<file path="src/rtl/lift_pkg.sv">
// Shared types and default sizes for the lift call dispatcher.
//   NUM_FLOORS   : default number of floors / call buttons
//   FLOOR_W      : floor index width
//   floor_t      : floor index
//   floor_mask_t : one bit per floor
//   disp_state_t : dispatcher FSM states
package lift_pkg;

    localparam int unsigned NUM_FLOORS = 8;
    localparam int unsigned FLOOR_W    = $clog2(NUM_FLOORS);

    typedef logic [FLOOR_W-1:0]    floor_t;
    typedef logic [NUM_FLOORS-1:0] floor_mask_t;

    typedef enum logic [1:0] {IDLE, SELECT, ISSUE, GAP} disp_state_t;

endpackage

</file>
<file path="src/rtl/button_debounce.sv">
// One-bit button front end: 2-flop synchronizer, debounce counter and
// registered rising-edge pulse of the debounced level.
//   clk     : clock
//   reset   : asynchronous active-low reset
//   btn_i   : raw asynchronous button level
//   press_o : one-cycle pulse per accepted press
module button_debounce #(
    parameter int unsigned DEBOUNCE_CYCLES = 4
) (
    input  logic clk,
    input  logic reset,
    input  logic btn_i,
    output logic press_o
);

    localparam int unsigned CntW = $clog2(DEBOUNCE_CYCLES + 1);

    logic [1:0]      sync_q;
    logic [CntW-1:0] cnt_q, cnt_d;
    logic            level_q, level_d;
    logic            press_q, press_d;

    // The counter tracks consecutive samples that disagree with the accepted
    // level; any agreeing sample restarts the count.
    always_comb begin
        cnt_d   = '0;
        level_d = level_q;
        press_d = 1'b0;
        if (sync_q[1] != level_q) begin
            if (cnt_q == CntW'(DEBOUNCE_CYCLES - 1)) begin
                level_d = sync_q[1];
                press_d = sync_q[1];
            end else begin
                cnt_d = cnt_q + 1'b1;
            end
        end
    end

    always_ff @(posedge clk or negedge reset) begin
        if (!reset) begin
            sync_q  <= '0;
            cnt_q   <= '0;
            level_q <= 1'b0;
            press_q <= 1'b0;
        end else begin
            sync_q  <= {sync_q[0], btn_i};
            cnt_q   <= cnt_d;
            level_q <= level_d;
            press_q <= press_d;
        end
    end

    assign press_o = press_q;

endmodule

</file>
<file path="src/rtl/lift_call_dispatcher.sv">
// Lift call dispatcher: debounces floor buttons, latches calls into a
// pending bitmap and offers them one at a time in direction-aware order.
//   clk            : clock, rising edge
//   reset          : asynchronous active-low reset
//   btn            : raw button levels, bit f = floor f
//   current_floor  : lift position
//   door_open      : door open at current_floor (serves that floor)
//   dir_up         : travel direction, 1 = up
//   emergency_stop : freezes/aborts request issuing
//   req_floor      : offered floor, qualified by req_valid
//   req_valid      : req_floor is a live request
//   pending        : latched unserved calls
//   busy           : FSM not in IDLE
module lift_call_dispatcher #(
    parameter int unsigned NUM_FLOORS      = lift_pkg::NUM_FLOORS,
    parameter int unsigned FLOOR_W         = lift_pkg::FLOOR_W,
    parameter int unsigned DEBOUNCE_CYCLES = 4,
    parameter int unsigned HOLD_CYCLES     = 2
) (
    input  logic                  clk,
    input  logic                  reset,
    input  logic [NUM_FLOORS-1:0] btn,
    input  logic [FLOOR_W-1:0]    current_floor,
    input  logic                  door_open,
    input  logic                  dir_up,
    input  logic                  emergency_stop,
    output logic [FLOOR_W-1:0]    req_floor,
    output logic                  req_valid,
    output logic [NUM_FLOORS-1:0] pending,
    output logic                  busy
);

    import lift_pkg::*;

    localparam int unsigned HoldW = $clog2(HOLD_CYCLES + 1);

    disp_state_t             state_q, state_d;
    logic [NUM_FLOORS-1:0]   press, served, cand, issue_set, issue_clr;
    logic [NUM_FLOORS-1:0]   pending_q, pending_d, issued_q, issued_d;
    logic [FLOOR_W-1:0]      req_floor_q, req_floor_d;
    logic [HoldW-1:0]        hold_q, hold_d;
    logic                    req_valid_q, busy_q;
    logic [FLOOR_W:0]        sel;

    for (genvar f = 0; f < NUM_FLOORS; f++) begin : g_btn
        button_debounce #(
            .DEBOUNCE_CYCLES(DEBOUNCE_CYCLES)
        ) u_debounce (
            .clk    (clk),
            .reset  (reset),
            .btn_i  (btn[f]),
            .press_o(press[f])
        );
    end

    // Returns {found, floor}. Ascending scans keep the highest hit,
    // descending scans keep the lowest hit.
    function automatic logic [FLOOR_W:0] select_floor(input logic [NUM_FLOORS-1:0] c,
                                                      input logic [FLOOR_W-1:0] cur,
                                                      input logic up);
        logic               hit_near, hit_far;
        logic [FLOOR_W-1:0] near, far;
        hit_near = 1'b0;
        hit_far  = 1'b0;
        near     = '0;
        far      = '0;
        if (up) begin
            for (int i = NUM_FLOORS - 1; i >= 0; i--) begin
                if (c[i] && i >= int'(cur)) begin hit_near = 1'b1; near = FLOOR_W'(i); end
            end
            for (int i = 0; i < NUM_FLOORS; i++) begin
                if (c[i] && i < int'(cur)) begin hit_far = 1'b1; far = FLOOR_W'(i); end
            end
        end else begin
            for (int i = 0; i < NUM_FLOORS; i++) begin
                if (c[i] && i <= int'(cur)) begin hit_near = 1'b1; near = FLOOR_W'(i); end
            end
            for (int i = NUM_FLOORS - 1; i >= 0; i--) begin
                if (c[i] && i > int'(cur)) begin hit_far = 1'b1; far = FLOOR_W'(i); end
            end
        end
        return hit_near ? {1'b1, near} : {hit_far, far};
    endfunction

    always_comb begin
        served = '0;
        for (int f = 0; f < NUM_FLOORS; f++) begin
            served[f] = door_open && (current_floor == FLOOR_W'(f));
        end
    end

    assign cand = pending_q & ~issued_q;
    assign sel  = select_floor(cand, current_floor, dir_up);

    always_comb begin
        state_d     = state_q;
        req_floor_d = req_floor_q;
        hold_d      = hold_q;
        issue_set   = '0;
        issue_clr   = '0;
        unique case (state_q)
            IDLE: begin
                if ((|cand) && !emergency_stop) state_d = SELECT;
            end
            SELECT: begin
                if (emergency_stop) begin
                    state_d = IDLE;
                end else if (sel[FLOOR_W]) begin
                    req_floor_d              = sel[FLOOR_W-1:0];
                    issue_set[sel[FLOOR_W-1:0]] = 1'b1;
                    hold_d                   = '0;
                    state_d                  = ISSUE;
                end else begin
                    // Candidate was served between IDLE and SELECT.
                    state_d = IDLE;
                end
            end
            ISSUE: begin
                if (emergency_stop) begin
                    issue_clr[req_floor_q] = 1'b1;
                    state_d                = IDLE;
                end else if (hold_q == HoldW'(HOLD_CYCLES - 1)) begin
                    state_d = GAP;
                end else begin
                    hold_d = hold_q + 1'b1;
                end
            end
            GAP: begin
                if (emergency_stop) issue_clr[req_floor_q] = 1'b1;
                state_d = IDLE;
            end
            default: state_d = IDLE;
        endcase
    end

    // Service clear dominates any set in the same cycle.
    assign pending_d = (pending_q | press) & ~served;
    assign issued_d  = (issued_q | issue_set) & ~issue_clr & ~served;

    always_ff @(posedge clk or negedge reset) begin
        if (!reset) begin
            state_q     <= IDLE;
            pending_q   <= '0;
            issued_q    <= '0;
            req_floor_q <= '0;
            hold_q      <= '0;
            req_valid_q <= 1'b0;
            busy_q      <= 1'b0;
        end else begin
            state_q     <= state_d;
            pending_q   <= pending_d;
            issued_q    <= issued_d;
            req_floor_q <= req_floor_d;
            hold_q      <= hold_d;
            req_valid_q <= (state_d == ISSUE);
            busy_q      <= (state_d != IDLE);
        end
    end

    assign req_floor = req_floor_q;
    assign req_valid = req_valid_q;
    assign pending   = pending_q;
    assign busy      = busy_q;

endmodule
</file>
<file path="config.mk">
export PLATFORM = sky130hd
export DESIGN_NAME = lift_call_dispatcher
export DESIGN_NICKNAME = d
export VERILOG_FILES = /design/src/rtl/lift_pkg.sv /design/src/rtl/button_debounce.sv /design/src/rtl/lift_call_dispatcher.sv
export SDC_FILE = /design/constraint.sdc
export NUM_CORES = 1
export LEC_CHECK = 0
export ABC_AREA = 0
export CELL_PAD_IN_SITES_DETAIL_PLACEMENT = 1
export CELL_PAD_IN_SITES_GLOBAL_PLACEMENT = 2
export CORE_MARGIN = 2
export CORE_UTILIZATION = 41
export CTS_BUF_LIST = sky130_fd_sc_hd__clkbuf_4 sky130_fd_sc_hd__clkbuf_8
export DETAILED_ROUTE_END_ITERATION = 6
export PLACE_DENSITY = 0.87
export SETUP_SLACK_MARGIN = 0.5
export SLEW_MARGIN = 15
export SYNTH_ARGS = -nofsm -noshare
export SYNTH_HDL_FRONTEND = slang
export SYNTH_SLANG_ARGS = --single-unit
export TNS_END_PERCENT = 1
</file>
<file path="constraint.sdc">
create_clock -name clk -period 3.1 [get_ports clk]
set_input_delay 0.62 -clock clk [delete_from_list [all_inputs] [get_ports clk]]
set_output_delay 0.62 -clock clk [all_outputs]
set_load 0.005 [all_outputs]
</file>
# Word-level counts from Yosys, hierarchy flattened
# Cells that the tools add are included.
# totals
register_bits	81
in_bits	16
wordCells	293
# op_classes
add_sub_neg	9
n_lt_le_gt_ge	32
n_eq_ne	32
mux	115
bitwise	10
n_reduce_logical	56
# op_table
operator	n
$mux W3	44
$mux W1	52
$mux W8	5
$logic_and A1 B1 Y1	39
$and A8 B8 Y8	4
$eq A3 B2 Y1 const B	10
$add A3 B1 Y3 const B	8
$not A8 Y8	3
$mux W2	9
$or A8 B8 Y8	2
$reduce_and A2 Y1	8
$eq A3 B3 Y1 const B	4
$gt A3 B3 Y1 const A	4
$le A3 B3 Y1 const A	4
$ge A3 B3 Y1 const A	3
$lt A3 B3 Y1 const A	3
$lt A3 B4 Y1 const B	2
$ne A1 B1 Y1	8
$ne A2 B2 Y1 const B	4
$pmux W2 S4	1
$reduce_or A8 Y1	1
$demux W1 S3	2
$eq A2 B2 Y1 const B	3
$ge A1 B3 Y1 const A	2
other kinds (21)	29

# Longest topological paths before layout
# logic_depth
depth_word	22
mapped_depth	9

# Hierarchy
# A second synthesis with hierarchy kept.
# unflattened
cells_unflattened	365
hier_area_um2	4005.1
# modules_own_cells
mod	n_inst	cells_per_inst	area_per_inst_um2	seq_area_each_um2
button_debounce	8	15	256.5	175.2
lift_call_dispatcher	1	245	1953.1	625.6

# Worst setup path after synthesis
# Ideal clock, no wire load.
# synth_path
path_type	input-to-reg
start	input current_floor[1]
end	register issued_q[6]
setup_ns	0.121
t_arrival_ns	2.268
required_ns	2.979
path_slack_ns	0.711
path_stages	8
path_cell_list	buf_6 -> or4b_1 -> a22oi_2 -> o22ai_1 -> a32o_1 -> a221o_1 -> a41oi_1 -> nor2_1
# synth_between
elab_chain_len	21
word_cells_on_any_way	130
# synth_lines
item	line_no	text
start, declared	lift_call_dispatcher.sv:23	input logic [FLOOR_W-1:0] current_floor,
$gt A3 B3 Y1, or another cell as far along	lift_call_dispatcher.sv:79	if (c[i] && i > int'(cur)) begin hit_far = 1'b1; far = FLOOR_W'(i); end
$logic_and A1 B1 Y1, on equally long branches	lift_call_dispatcher.sv:79, lift_call_dispatcher.sv:69, lift_call_dispatcher.sv:76	
$mux W3, or another cell as far along (7 in a row)	lift_call_dispatcher.sv:79	
$mux W3 or $mux W1 (tied branches)	lift_call_dispatcher.sv:67	if (up) begin
$mux W4	lift_call_dispatcher.sv:82	return hit_near ? {1'b1, near} : {hit_far, far};
$lt A3 B4 Y1 (implied by the code) or $ge A3 B1 Y1 (tied branches)	lift_call_dispatcher.sv:110	issue_set[sel[FLOOR_W-1:0]] = 1'b1;
$logic_and A1 B1 Y1 (implied by the code)	lift_call_dispatcher.sv:110	
$mux W1 (implied by the code)	lift_call_dispatcher.sv:110	
$demux W1 S3	lift_call_dispatcher.sv:110	
$mux W8	lift_call_dispatcher.sv:108	end else if (sel[FLOOR_W]) begin
$mux W8	lift_call_dispatcher.sv:106	if (emergency_stop) begin
$mux W8	lift_call_dispatcher.sv:101	unique case (state_q)
$or A8 B8 Y8	lift_call_dispatcher.sv:138	assign issued_d = (issued_q | issue_set) & ~issue_clr & ~served;
$and A8 B8 Y8	lift_call_dispatcher.sv:138	
$and A8 B8 Y8 *	lift_call_dispatcher.sv:138	
net issued_d[6]	lift_call_dispatcher.sv:39	logic [NUM_FLOORS-1:0] pending_q, pending_d, issued_q, issued_d;
end signal, assigned	lift_call_dispatcher.sv:152	issued_q <= issued_d;
end, declared	lift_call_dispatcher.sv:39	
# Mark *: on every way through the listed nets, which the timed path passes. The rest lies on a longest branch.
# A chain may end at the register's enable or synchronous reset.

# Final worst setup path
# layout_path
start	input current_floor[0]
end	register issued_q[2]
# Same word-level chain as after synthesis.

==> metrics.md <==
| Metric | Value |
|---|---|
| Peak Freq | slightly below 0.4 GHz |
| Area growth from synthesis to layout | 21.8% |
| Placed insts | 484 |
| IO Pins | 29 |
| Sequential fraction of the synthesis area | 53.1% |
| Starting Density | 41.7% |
| Area of placed instances | approximately 0.0043 mm^2 |
| Core Area | 0.00915 mm^2 |
| Width of the die | approximately 100 um |
| GR Layer Usage met1 | a little over a quarter |
| Count of non-filler cells in the finished layout | 503 |
| Post-layout minimum cycle time | 2.56 ns |
| Relative slew slack | around 34% |
| Worst vdd ir | 0.000441 V |
| Total negative slack | 0 ns |
| Detailed Route WL | 9470 um |
| Final Cell Area | 0.00465 mm^2 |
| Post-DP HPWL | between 6000 and 7000 um |
| First-pass GRT wire length | 16300 um |
| Total GRT Usage | about a fifth |
| Total clock sinks | 81 |
| Yosys warns | 0 |
| Async set-or-reset flop fraction in the synthesized netlist | 100% |
| Initial antenna violation count | 0 |
| Synth area leaders | dfrtp_1 (53%), nor2b_1 (3.4%), ha_1 (3.0%), mux2_2 (2.7%), nor3b_1 (2.6%) |
| Max Root-Sink Buffers | 2 |
| CTS tree | done |
| Period utilisation layout | about 83% |
| Final setup violation count | 0 |
| Yosys reg bits | 81 |
| Slew Viols, Final | 0 |
| Row cnt | 35 |
| Mapped Cells | 339 |
| Ys flop type | dfrtp_1 |
| Largest net degree at the start of global routing | 82 |
| RSZ-0062 raised after global routing | true |
| Wire per inst | 18.8 um |
| Layout Skew | just under 0.01 ns |
| Crit. End Element | register |
| Slew @ Worst Pin | around 1 ns |
| Vias per inst | about 5.8 |
| Crit path DAT | roughly 2.8 ns |
| Synthesized area per cell | 11.3 um^2 |
| PwrDens | 904 mW/mm^2 |
| Latest clock arrival within the worst-skew pair | 0.35 ns |
| Synth unique cells | between 60 and 70 |
| Crit path required time | 3.33 ns |
| Global route overflow | 0 |
| Root buffer cell | clkbuf_8 |
| Final hold viol count | 0 |
| NumNets Final | 412 |
| Die area | around 0.010 mm^2 |
| Routed via count | 2917 |
| Die Y | 100 um |
| Crit path kind | input pin to register |
| Share of layout cells above drive strength 1 | 18.1% |
| Clock transition at the registers of the reported paths | 0.09 ns |
| Hold WS | 0.356 ns |
| Syn_nets | 364 |
| Post-layout util | 50.8% |
| Met2 Use GR | 35.3% |
| Final GP Congestion | 0.921 |
| Antenna cells | 0 |
| Syn Std Cell Area | 0.00381 mm^2 |
| DRC viols | 0 |
| # hold bufs at CTS | 0 |
| Post-synth top area cell | dfrtp_1 |
| Busiest grt layer | met2 |
| Crit path max fanout | 8 |
| Final ANT Viol Nets | 0 |
| GR Layer Usage met3 | roughly 3.7% |
| Max_cap viols | 0 |
| Input/output buffers | 28 |
| Startpoint types | input pin |
| EDFF count, synth | 0 |
| Min-delay worst type | register to register |
| Vias in the first global route | 3128 |
| Synth top area share | 53.1% |
| TritonCTS Buffers | 9 |
| Leakage | between 2 and 2.5 nW |
| Most numerous cell in the Yosys netlist | dfrtp_1 |
| H-tree depth | 3 |
| Status | complete, no violations |
| Commonest cells post-synth | dfrtp_1 (81), nor2b_1 (21), nor2_1 (17) |
| Initial DRC Count | 109 |
| Drt first pass iters | 4 |
-- registers in the layout (all words and copies together) (netlist names) --
| name | cells |
|---|---|
| busy | 1 |
| g_btn.u_debounce.cnt_q | 24 |
| g_btn.u_debounce.level_q | 8 |
| g_btn.u_debounce.press_o | 8 |
| g_btn.u_debounce.sync_q | 16 |
| hold_q | 2 |
| issued_q | 8 |
| pending | 8 |
| req_floor | 3 |
| req_valid | 1 |
| state_q | 2 |
-- per-layer routing --
metal | vias up | share of wire, % | wire length, um
met5 | - | 0 | 0
met4 | 0 | 1.9 | 180
met3 | 16 | 4.5 | 422
met2 | 67 | 50 | 4690
met1 | 1485 | 44 | 4170
li1 | 1349 | - | -
-- where the power goes --
group,switching [W],internal (W),total (W),leakage (nW)
Clock,0.000405,0.000394,0.000799,0.103
Combinational,0.000967,0.000867,0.00183,0.891
Sequential,0.000236,0.00133,0.00157,1.04
-- worst max-delay path, cell delays in order --
cell and delay, ns:
dlygate4sd2_1 0.34, or4b_1 0.57, a22oi_2 0.21, o22ai_1 0.11
a32o_2 0.26, a221o_1 0.41, a31oi_1 0.19, nor3_1 0.08
-- worst paths after layout --
kind	end	slack, ns	cells after the start	from
max	issued_q[2]$_DFF_PN0_	0.54	8	current_floor[0]
min	g_btn[1].u_debounce.sync_q[1]$_DFF_PN0_	0.36	0	g_btn[1].u_debounce.sync_q[0]$_DFF_PN0_
max in group asynchronous	busy$_DFF_PN0_	2.03	1	reset
min reg2reg	g_btn[1].u_debounce.sync_q[1]$_DFF_PN0_	0.36	0	g_btn[1].u_debounce.sync_q[0]$_DFF_PN0_
max reg2reg	issued_q[2]$_DFF_PN0_	0.61	7	issued_q[5]$_DFF_PN0_
min in group asynchronous	g_btn[2].u_debounce.cnt_q[1]$_DFF_PN0_	0.43	1	reset
-- what timing repair did --
| item | in CTS | in global routing |
|---|---|---|
| pin swaps | 5 | 5 |
| buffers inserted | 0 | 1 |
| setup endpoints to repair | 9 | 8 |
| cloned | 2 | 0 |
| gates resized for setup | 13 | 4 |
-- cell type report --
cell class | count | area (um^2)
Clock buffer | 10 | 131
Clock inverter | 6 | 75.1
Fill cell | 961 | 4500
Inverter | 9 | 33.8
Multi-Input combinational cell | 239 | 1750
Sequential cell | 81 | 2030
Tap cell | 111 | 139
Timing Repair Buffer | 47 | 488
-- stage by stage --
stage / setup WS [ns] / power [W]
CTS: 0.513 / 0.00419
finish: 0.538 / 0.00420
global placement: -0.0185 / 0.00325
detailed placement: -0.0650 / 0.00333
floorplan: 0.711 / 0.00268
global route: 0.451 / 0.00452
-- kinds of logic (layout without fill, tap and decap cells) --
logic type,Yosys count,after routing,share of synthesized area [%]
AOI/OAI and AO/OA,92,92,18.0
xor gates and xnor gates,8,8,1.84
adders and majority gates,10,10,3.21
buffers and inverters,19,72,2.43
DFF,81,81,53.1
muxes,9,9,2.66
and+or+nand+nor,120,120,18.7
-- placed cells by master, fill, tap and decap left out, types with 6 or more instances in the layout --
| cell | instances |
|---|---|
| nand2_1 | 13 |
| nand3_1 | 8 |
| a31oi_1 | 7 |
| xnor2_1 | 8 |
| ha_1 | 9 |
| dfrtp_1 | 81 |
| nor2b_1 | 19 |
| mux2_2 | 9 |
| and3b_1 | 9 |
| clkbuf_8 | 9 |
| buf_4 | 16 |
| nand2b_1 | 8 |
| a211oi_1 | 6 |
| nor2_1 | 17 |
| inv_1 | 9 |
| nor3b_1 | 13 |
| o21a_1 | 6 |
| a21oi_1 | 16 |
| o21ai_0 | 13 |
| clkdlybuf4s50_1 | 24 |
| nor3_1 | 11 |
(Power assumes the default switching activity.)
